--- config.mk ---
export PLATFORM = sky130hd
export DESIGN_NAME = neighbor_req_gen
export DESIGN_NICKNAME = d
export VERILOG_FILES = /design/src/rtl/neighbor_req_gen.sv
export SDC_FILE = /design/constraint.sdc
export NUM_CORES = 1
export LEC_CHECK = 0
export ABC_AREA = 1
export CORE_MARGIN = 2
export CORE_UTILIZATION = 56
export DETAILED_ROUTE_END_ITERATION = 7
export DONT_BUFFER_PORTS = 1
export GPL_TIMING_DRIVEN = 0
export PLACE_DENSITY = 0.71
export SLEW_MARGIN = 20
export SYNTH_ARGS = -nofsm -noshare
export SYNTH_HDL_FRONTEND = slang
export SYNTH_SLANG_ARGS = --single-unit
--- constraint.sdc ---
create_clock -name clk -period 1.8 [get_ports clk]
set_input_delay 0.54 -clock clk [delete_from_list [all_inputs] [get_ports clk]]
set_output_delay 0.54 -clock clk [all_outputs]
set_load 0.005 [all_outputs]
--- src/rtl/neighbor_req_gen.sv ---
// rtl/neighbor_req_gen.sv - expands a neighbor-list descriptor into per-entry bank/row read requests
// Optional macro NBR_REQ_PERF_CNT_EN adds saturating req_count / stall_count outputs.
module neighbor_req_gen #(
    parameter int NUM_BANKS = 4,
    parameter int ROW_W     = 10,
    parameter int NODE_W    = 10,
    parameter int LEN_W     = 8,
    localparam int BANK_W   = $clog2(NUM_BANKS),
    localparam int ADDR_W   = BANK_W + ROW_W
) (
    input  logic              clk,
    input  logic              reset,
    input  logic              node_valid,
    output logic              node_ready,
    input  logic [NODE_W-1:0] node_id,
    input  logic [ADDR_W-1:0] nbr_base,
    input  logic [LEN_W-1:0]  nbr_len,
    input  logic              wfull,
    output logic              req_valid,
    output logic [BANK_W-1:0] req_bank,
    output logic [ROW_W-1:0]  req_row,
    output logic [NODE_W-1:0] req_node_id,
    output logic              req_last,
`ifdef NBR_REQ_PERF_CNT_EN
    output logic [31:0]       req_count,
    output logic [31:0]       stall_count,
`endif
    output logic              node_done
);

    localparam logic [0:0] ST_IDLE  = 1'b0;
    localparam logic [0:0] ST_ISSUE = 1'b1;

    logic [0:0]        state;
    logic [ADDR_W-1:0] addr;
    logic [LEN_W-1:0]  remaining;
    logic [NODE_W-1:0] id_q;
    logic              done_q;

    logic issuing;
    logic accept;
    logic is_last;
    logic zero_len;

    assign issuing    = (state == ST_ISSUE);
    assign node_ready = (state == ST_IDLE);
    assign accept     = node_valid && node_ready;
    assign zero_len   = (nbr_len == '0);
    assign is_last    = (remaining == LEN_W'(1));

    // The FIFO full flag gates the write strobe combinationally so no write lands on a full FIFO.
    assign req_valid = issuing && !wfull;
    assign req_last  = req_valid && is_last;

    assign req_bank    = issuing ? addr[BANK_W-1:0]      : '0;
    assign req_row     = issuing ? addr[ADDR_W-1:BANK_W] : '0;
    assign req_node_id = issuing ? id_q                  : '0;
    assign node_done   = done_q;

    always_ff @(posedge clk or negedge reset) begin
        if (!reset) begin
            state     <= ST_IDLE;
            addr      <= '0;
            remaining <= '0;
            id_q      <= '0;
            done_q    <= 1'b0;
        end else begin
            done_q <= (req_valid && is_last) || (accept && zero_len);
            case (state)
                ST_IDLE: begin
                    if (accept && !zero_len) begin
                        addr      <= nbr_base;
                        remaining <= nbr_len;
                        id_q      <= node_id;
                        state     <= ST_ISSUE;
                    end
                end
                ST_ISSUE: begin
                    // Address wraps naturally at the all-ones global address.
                    if (req_valid) begin
                        addr      <= addr + ADDR_W'(1);
                        remaining <= remaining - LEN_W'(1);
                        if (is_last) begin
                            state <= ST_IDLE;
                        end
                    end
                end
                default: state <= ST_IDLE;
            endcase
        end
    end

`ifdef NBR_REQ_PERF_CNT_EN
    always_ff @(posedge clk or negedge reset) begin
        if (!reset) begin
            req_count   <= '0;
            stall_count <= '0;
        end else begin
            if (req_valid && (req_count != 32'hFFFF_FFFF)) begin
                req_count <= req_count + 32'd1;
            end
            if (issuing && wfull && (stall_count != 32'hFFFF_FFFF)) begin
                stall_count <= stall_count + 32'd1;
            end
        end
    end
`endif

endmodule

==> metrics.txt, run 1 <==
WS Path Type=reg2out; Mapped Cells=320; Clock Tree Root=clkbuf_8; Slew HR=68.88%; routed length per instance=roughly 14 µm; clock network power share=between 10% and 20%; io pins=60; most common library cells after synthesis=107 x nand2_1, 55 x inv_1, 39 x nand3_1; via count=2043; Period minus WS final=around 1.9 ns; Synth Area in Compound Gates=8.926%; GRT Resource Usage Total=27.05%; worst-path maximum fanout=4; final worst path period share=104.3%; pin count of the biggest net entering global routing=33; Clock Pin Slew Worst Setup and Hold Paths=0.08 ns; die footprint=4207 µm²; Post-Synth Adder-Cell Area=1.809%; CP Capture Point=req_last; Slew @ Worst Pin=0.4668 ns; pre-CTS setup slack=-0.04388 ns; total net switching power=2013 µW; HP Class=in2async; Comb pwr share=between 50% and 60%; Max-Cap Viols=0; leakage=0.001428 µW; post-synth top area share=38.60%; hold_ws=0.05847 ns; Clock Skew=between 0.009 and 0.01 ns; fillers=between 300 and 400; P&R area growth vs syn=18.15%; CP Launch Point=issuing$_DFF_PN0_; number of synthesized flops with an enable pin=0; final max-slew violation count=0; largest family of logic cells by synthesized area=simple AND/OR/NAND/NOR gates; Cell Count Post-Placement=around 370; Die X=about 65 µm; worst vdd ir=between 0.0009 and 0.001 V; Clock Path Buffers=2; Sw Share=a little under half; Finished Core Util=slightly below 70%; Post-Layout Cell Count=390; Vias/cell=5.238; Fin. Hold Viols=0; DRT iter0 DRCs=roughly 120; antenna viol nets, final=0; critical path arrival=1.34 ns; post-synthesis simple-gate area fraction=~37%; failing checks=setup timing; dpl hpwl=3494 µm; Flop pwr share=29.7%; CTS buffer count=5; r2r startpoint=issuing$_DFF_PN0_; mux cell area share after synthesis=0%; core area=3606 µm²; H-tree lvl count=2; final worst-path setup slack=-0.07692 ns; PortBufs=0; Synth area leader=dfrtp_1; pwr/cell area=1818 nW/µm²; FMAX=532.8 MHz; Crit. End Element=primary output; R2R depth=9; total gr overflow=0; Final Wtd Congestion=0.8743; CTS tree=done; final WL=about 5300 µm; row count=22; r2r endpoint=remaining[6]$_DFFE_PN0P_; flop2flop setup slack=0.10 ns; Fin Setup TNS=-0.1230 ns; Pint=~2400 µW; Syn Std Cell Area=2074 µm²; ratio of cells with drive above 1 in the final layout=15.50%; # DRC=0; WP data required=1.26 ns; Initial DRT Pass Iterations=4; Netlist cell types=23; clk_lat worst skew=0.30 ns; top post-synthesis cells by area=dfrtp_1 39%, nand2_1 19%, inv_1 10%; outcome=finished, violations left; Die Y=64.87 µm; post-synthesis sequential area ratio=between 30% and 40%; # diodes=0; Mapped Avg Cell Area=6.483 µm²; initial cell density of the core=57.53%; syn nets=roughly 360; Post-synth ARST share=100.0%; ys flop type=dfrtp_1; startpoint types=flip-flop; TritonCTS Sinks=32; XOR/XNOR Fraction of Synth Area=0%; initial antenna violation count=0; Final nets=around 380; RSZ-0062 raised after global routing=true; first-pass GRT wire length=8652 µm; vias in the first global route=about 1800; synth warn=0; most frequent cell after synthesis=nand2_1; Synth Register Bits=32; final setup vio count=2
worst max-delay path, stage by stage, from the launching register on:
cell and delay [ns]:
dfrtp_1 0.40, inv_2 0.07, or2_1 0.24, buf_6 0.14, nor3_4 0.19
flip-flops by register name (all words and copies together) (netlist names):
name,cells
issuing,1
addr,12
remaining,8
node_done,1
id_q,10
per-stage QoR:
step,cell area [µm²],power [µW]
2_1_floorplan,2074,2850
3_3_place_gp,2135,3257
3_5_place_dp,2135,3294
4_1_cts,2361,4220
5_1_grt,2451,4908
6_report,2451,4456
metal layers:
metal	up-vias	track usage, %	wire, µm
li1	1029	-	-
met1	942	37.60	2422
met2	63	43.04	2470
met3	9	5.903	308
met4	0	6.383	68
met5	-	0	0
cell type report:
cell class                 instances  area, µm²  area share (%)
clock buffer                       5      68.82           2.808
multi-input combinational        219       1021           41.65
buffer                            12      118.9           4.849
clock inverter                     3      42.54           1.736
timing repair buffer              15      128.9           5.258
sequential                        32      800.8           32.67
inverter                          56      210.2           8.576
tap                               48      60.06           2.450
worst min path at each step:
stage	start	to	slack [ns]	depth (start not counted)
after global placement	reset	remaining[2]$_DFFE_PN0P_	0.25	0
after floorplan	reset	addr[0]$_DFFE_PN0P_	0.24	0
final	reset	remaining[2]$_DFFE_PN0P_	0.06	1
after CTS	reset	remaining[2]$_DFFE_PN0P_	0.07	1
after detailed placement	reset	remaining[2]$_DFFE_PN0P_	0.25	0
after global routing	reset	remaining[5]$_DFFE_PN0P_	0.06	1
timing repair:
| item | 4_1_cts | 5_1_grt |
|---|---|---|
| hold endpoints to repair | 32 | 0 |
| hold buffers | 1 | 0 |
| endpoints found under the setup margin | 16 | 14 |
| pin swaps | 2 | 0 |
| gates resized for setup | 16 | 21 |
| setup buffers | 7 | 7 |
cells by family after synthesis:
| kind of cell | after synthesis |
|---|---|
| compound gates | 34 |
| fa+ha+maj | 3 |
| buf+inv | 69 |
| flops | 32 |
| simple gates | 182 |
power by group through the flow:
stage | logic (µW) | registers, µW | clock network, µW
finish | 2430 | 1320 | 702
global placement | 1950 | 1300 | 0
CTS | 2210 | 1300 | 706
floorplan | 1600 | 1250 | 0
detailed placement | 1990 | 1310 | 0
global route | 2790 | 1370 | 749
cells in the final DEF, fill, tap and decap left out, types with 5 or more instances in the layout:
cell	synthesis	final
o21ai_1	8	8
inv_2	1	7
nand2_1	107	102
buf_4	0	13
dfrtp_1	32	32
buf_6	2	5
o21ai_0	22	22
nand2_2	0	5
inv_1	55	49
nor2_1	24	23
nand3_1	39	38
clkbuf_8	0	5
(Power assumes the default switching activity.)
==> run 2: changes to the inputs <==
- CELL_PAD_IN_SITES_DETAIL_PLACEMENT: not set -> 1
- CELL_PAD_IN_SITES_GLOBAL_PLACEMENT: not set -> 2
- CORE_UTILIZATION: 56 -> 33
- PLACE_DENSITY: 0.71 -> not set
- PLACE_DENSITY_LB_ADDON: not set -> 0.1
- SKIP_CTS_REPAIR_TIMING: not set -> 1
==> metrics.txt, run 2 (same netlist as run 1, synthesis figures left out) <==
outcome=finished, violations left; failing checks=setup timing; Slew HR=59.92% (-9.0 points); H-tree lvl count=2 (unchanged); R2R depth=9 (unchanged); CP Launch Point=issuing$_DFF_PN0_; RSZ-0062 raised after global routing=true; ratio of cells with drive above 1 in the final layout=14.83% (-0.67 points); max reg flops=12 (unchanged); pre-CTS setup slack=-0.1316 ns (-0.08768 ns); flop2flop setup slack=0.26 ns (+0.16 ns); final setup vio count=3 (+1); Max-Cap Viols=0 (unchanged); pin count of the biggest net entering global routing=33 (unchanged); dpl hpwl=4715 µm (+35%); fillers=791 (+140%); final worst path period share=104.7% (+0.40 points); initial cell density of the core=34.63% (-23 points); vias in the first global route=2094 (+16%); r2r startpoint=addr[1]$_DFFE_PN0P_; total gr overflow=0 (unchanged); leakage=0.001445 µW (+1.2%); Slew @ Worst Pin=0.6012 ns (+0.1344 ns); die footprint=6936 µm² (+65%); worst vdd ir=0.0006107 V (-35%); Top reg by flops=addr; WP data required=1.26 ns (about the same); antenna viol nets, final=0 (unchanged); Crit. End Element=primary output; FMAX=530.8 MHz (-0.38%); GRT Resource Usage Total=19.66% (-7.4 points); Die Y=83.29 µm (+28%); Fin. Hold Viols=0 (unchanged); PortBufs=0 (unchanged); area post-placement=2168 µm² (+1.6%); io pins=60 (unchanged); Clock Skew=0.007767 ns (-0.001746 ns); worst-path maximum fanout=8 (+4); CTS buffer count=5 (unchanged); CTS tree=done; DRT iter0 DRCs=53 (-55%); first-pass GRT wire length=10870 µm (+26%); r2r endpoint=addr[10]$_DFFE_PN0P_; final WL=6686 µm (+27%); HP Class=in2async; pwr/cell area=1802 nW/µm² (-0.86%); Vias/cell=5.010 (-4.4%); P&R area growth vs syn=21.05%; Fin Setup TNS=-0.1878 ns (-0.06479 ns); largest registers=addr (12), id_q (10), remaining (8); # DRC=0 (unchanged); # diodes=0 (unchanged); WS Path Type=reg2out; final max-slew violation count=0 (unchanged); Final Wtd Congestion=0.7677 (-12%); Period minus WS final=1.884 ns (+0.007122 ns); core area=5991 µm² (+66%); Die X=83.29 µm (+28%); initial antenna violation count=0 (unchanged); most frequent cells in the layout=102 x nand2_1, 51 x inv_1, 39 x nand3_1; via count=2099 (+2.7%); TritonCTS Sinks=32 (unchanged); Cell Count Post-Placement=395 (+7.3%); row count=28 (+27%); final worst-path setup slack=-0.08405 ns (-0.007123 ns); startpoint types=flip-flop; Post-Layout Inst Area=2511 µm² (+2.5%); Pwr Total=4526 µW (+1.6%); Clock Tree Root=clkbuf_8; clk_lat worst skew=0.30 ns (about the same); Initial DRT Pass Iterations=4 (unchanged); Final nets=380 (+0.53%); Post-Layout Cell Count=419 (+7.4%); Clock Path Buffers=2 (unchanged); routed length per instance=15.96 µm (+18%); Clock Pin Slew Worst Setup and Hold Paths=0.08 ns (about the same); commonest non-fill, non-tap cell in the layout=nand2_1; critical path arrival=1.34 ns (about the same)
run 2: per-layer routing:
metal  vias up  GRT usage [%]  wire length (µm)
li1       1030              -                 -
met1      1016          27.48              3233
met2        46          30.50              3066
met3         7          4.771               308
met4         0          4.918                79
met5         -              0                 0
run 2: worst max-delay path by stage:
stage	slack (ns)	end	cells past startpoint
2_1_floorplan	0.13	req_valid	4
3_3_place_gp	-0.11	req_node_id[3]	5
3_5_place_dp	-0.13	req_node_id[8]	5
4_1_cts	-0.46	req_node_id[8]	5
5_1_grt	-0.13	req_last	4
6_report	-0.08	req_last	4
run 2: stage by stage:
| stage | hold slack, ns | util, % |
|---|---|---|
| floorplan | 0.2444 | - |
| global route | 0.07558 | 41.92 |
| finish | 0.07382 | 41.92 |
| global placement | 0.2454 | 36.19 |
| CTS | -0.08016 | 37.74 |
| detailed placement | 0.2455 | 36.19 |
run 2: layout make-up:
cell class	instances	area [µm²]	area share [%]
Timing Repair Buffer	16	167.7	6.677
Clock buffer	6	82.58	3.288
Inverter	56	215.2	8.570
Tap cell	75	93.84	3.737
Sequential cell	32	800.8	31.89
Clock inverter	2	10.01	0.3986
Buffer	13	125.1	4.983
Multi-Input combinational cell	219	1016	40.46
run 2: critical path, stage by stage, from the launching register on:
cell     delay (ns)
dfrtp_1        0.40
inv_2          0.08
or2_1          0.22
buf_6          0.15
nor3_4         0.19
run 2: report_power, final:
group	internal, µW	total, µW	leakage (µW)	switching [µW]
combinational	1060	2580	0.000995	1520
sequential	1040	1340	0.000399	300
clock	305	604	0.0000510	299
total	2410	4530	0.00145	2120
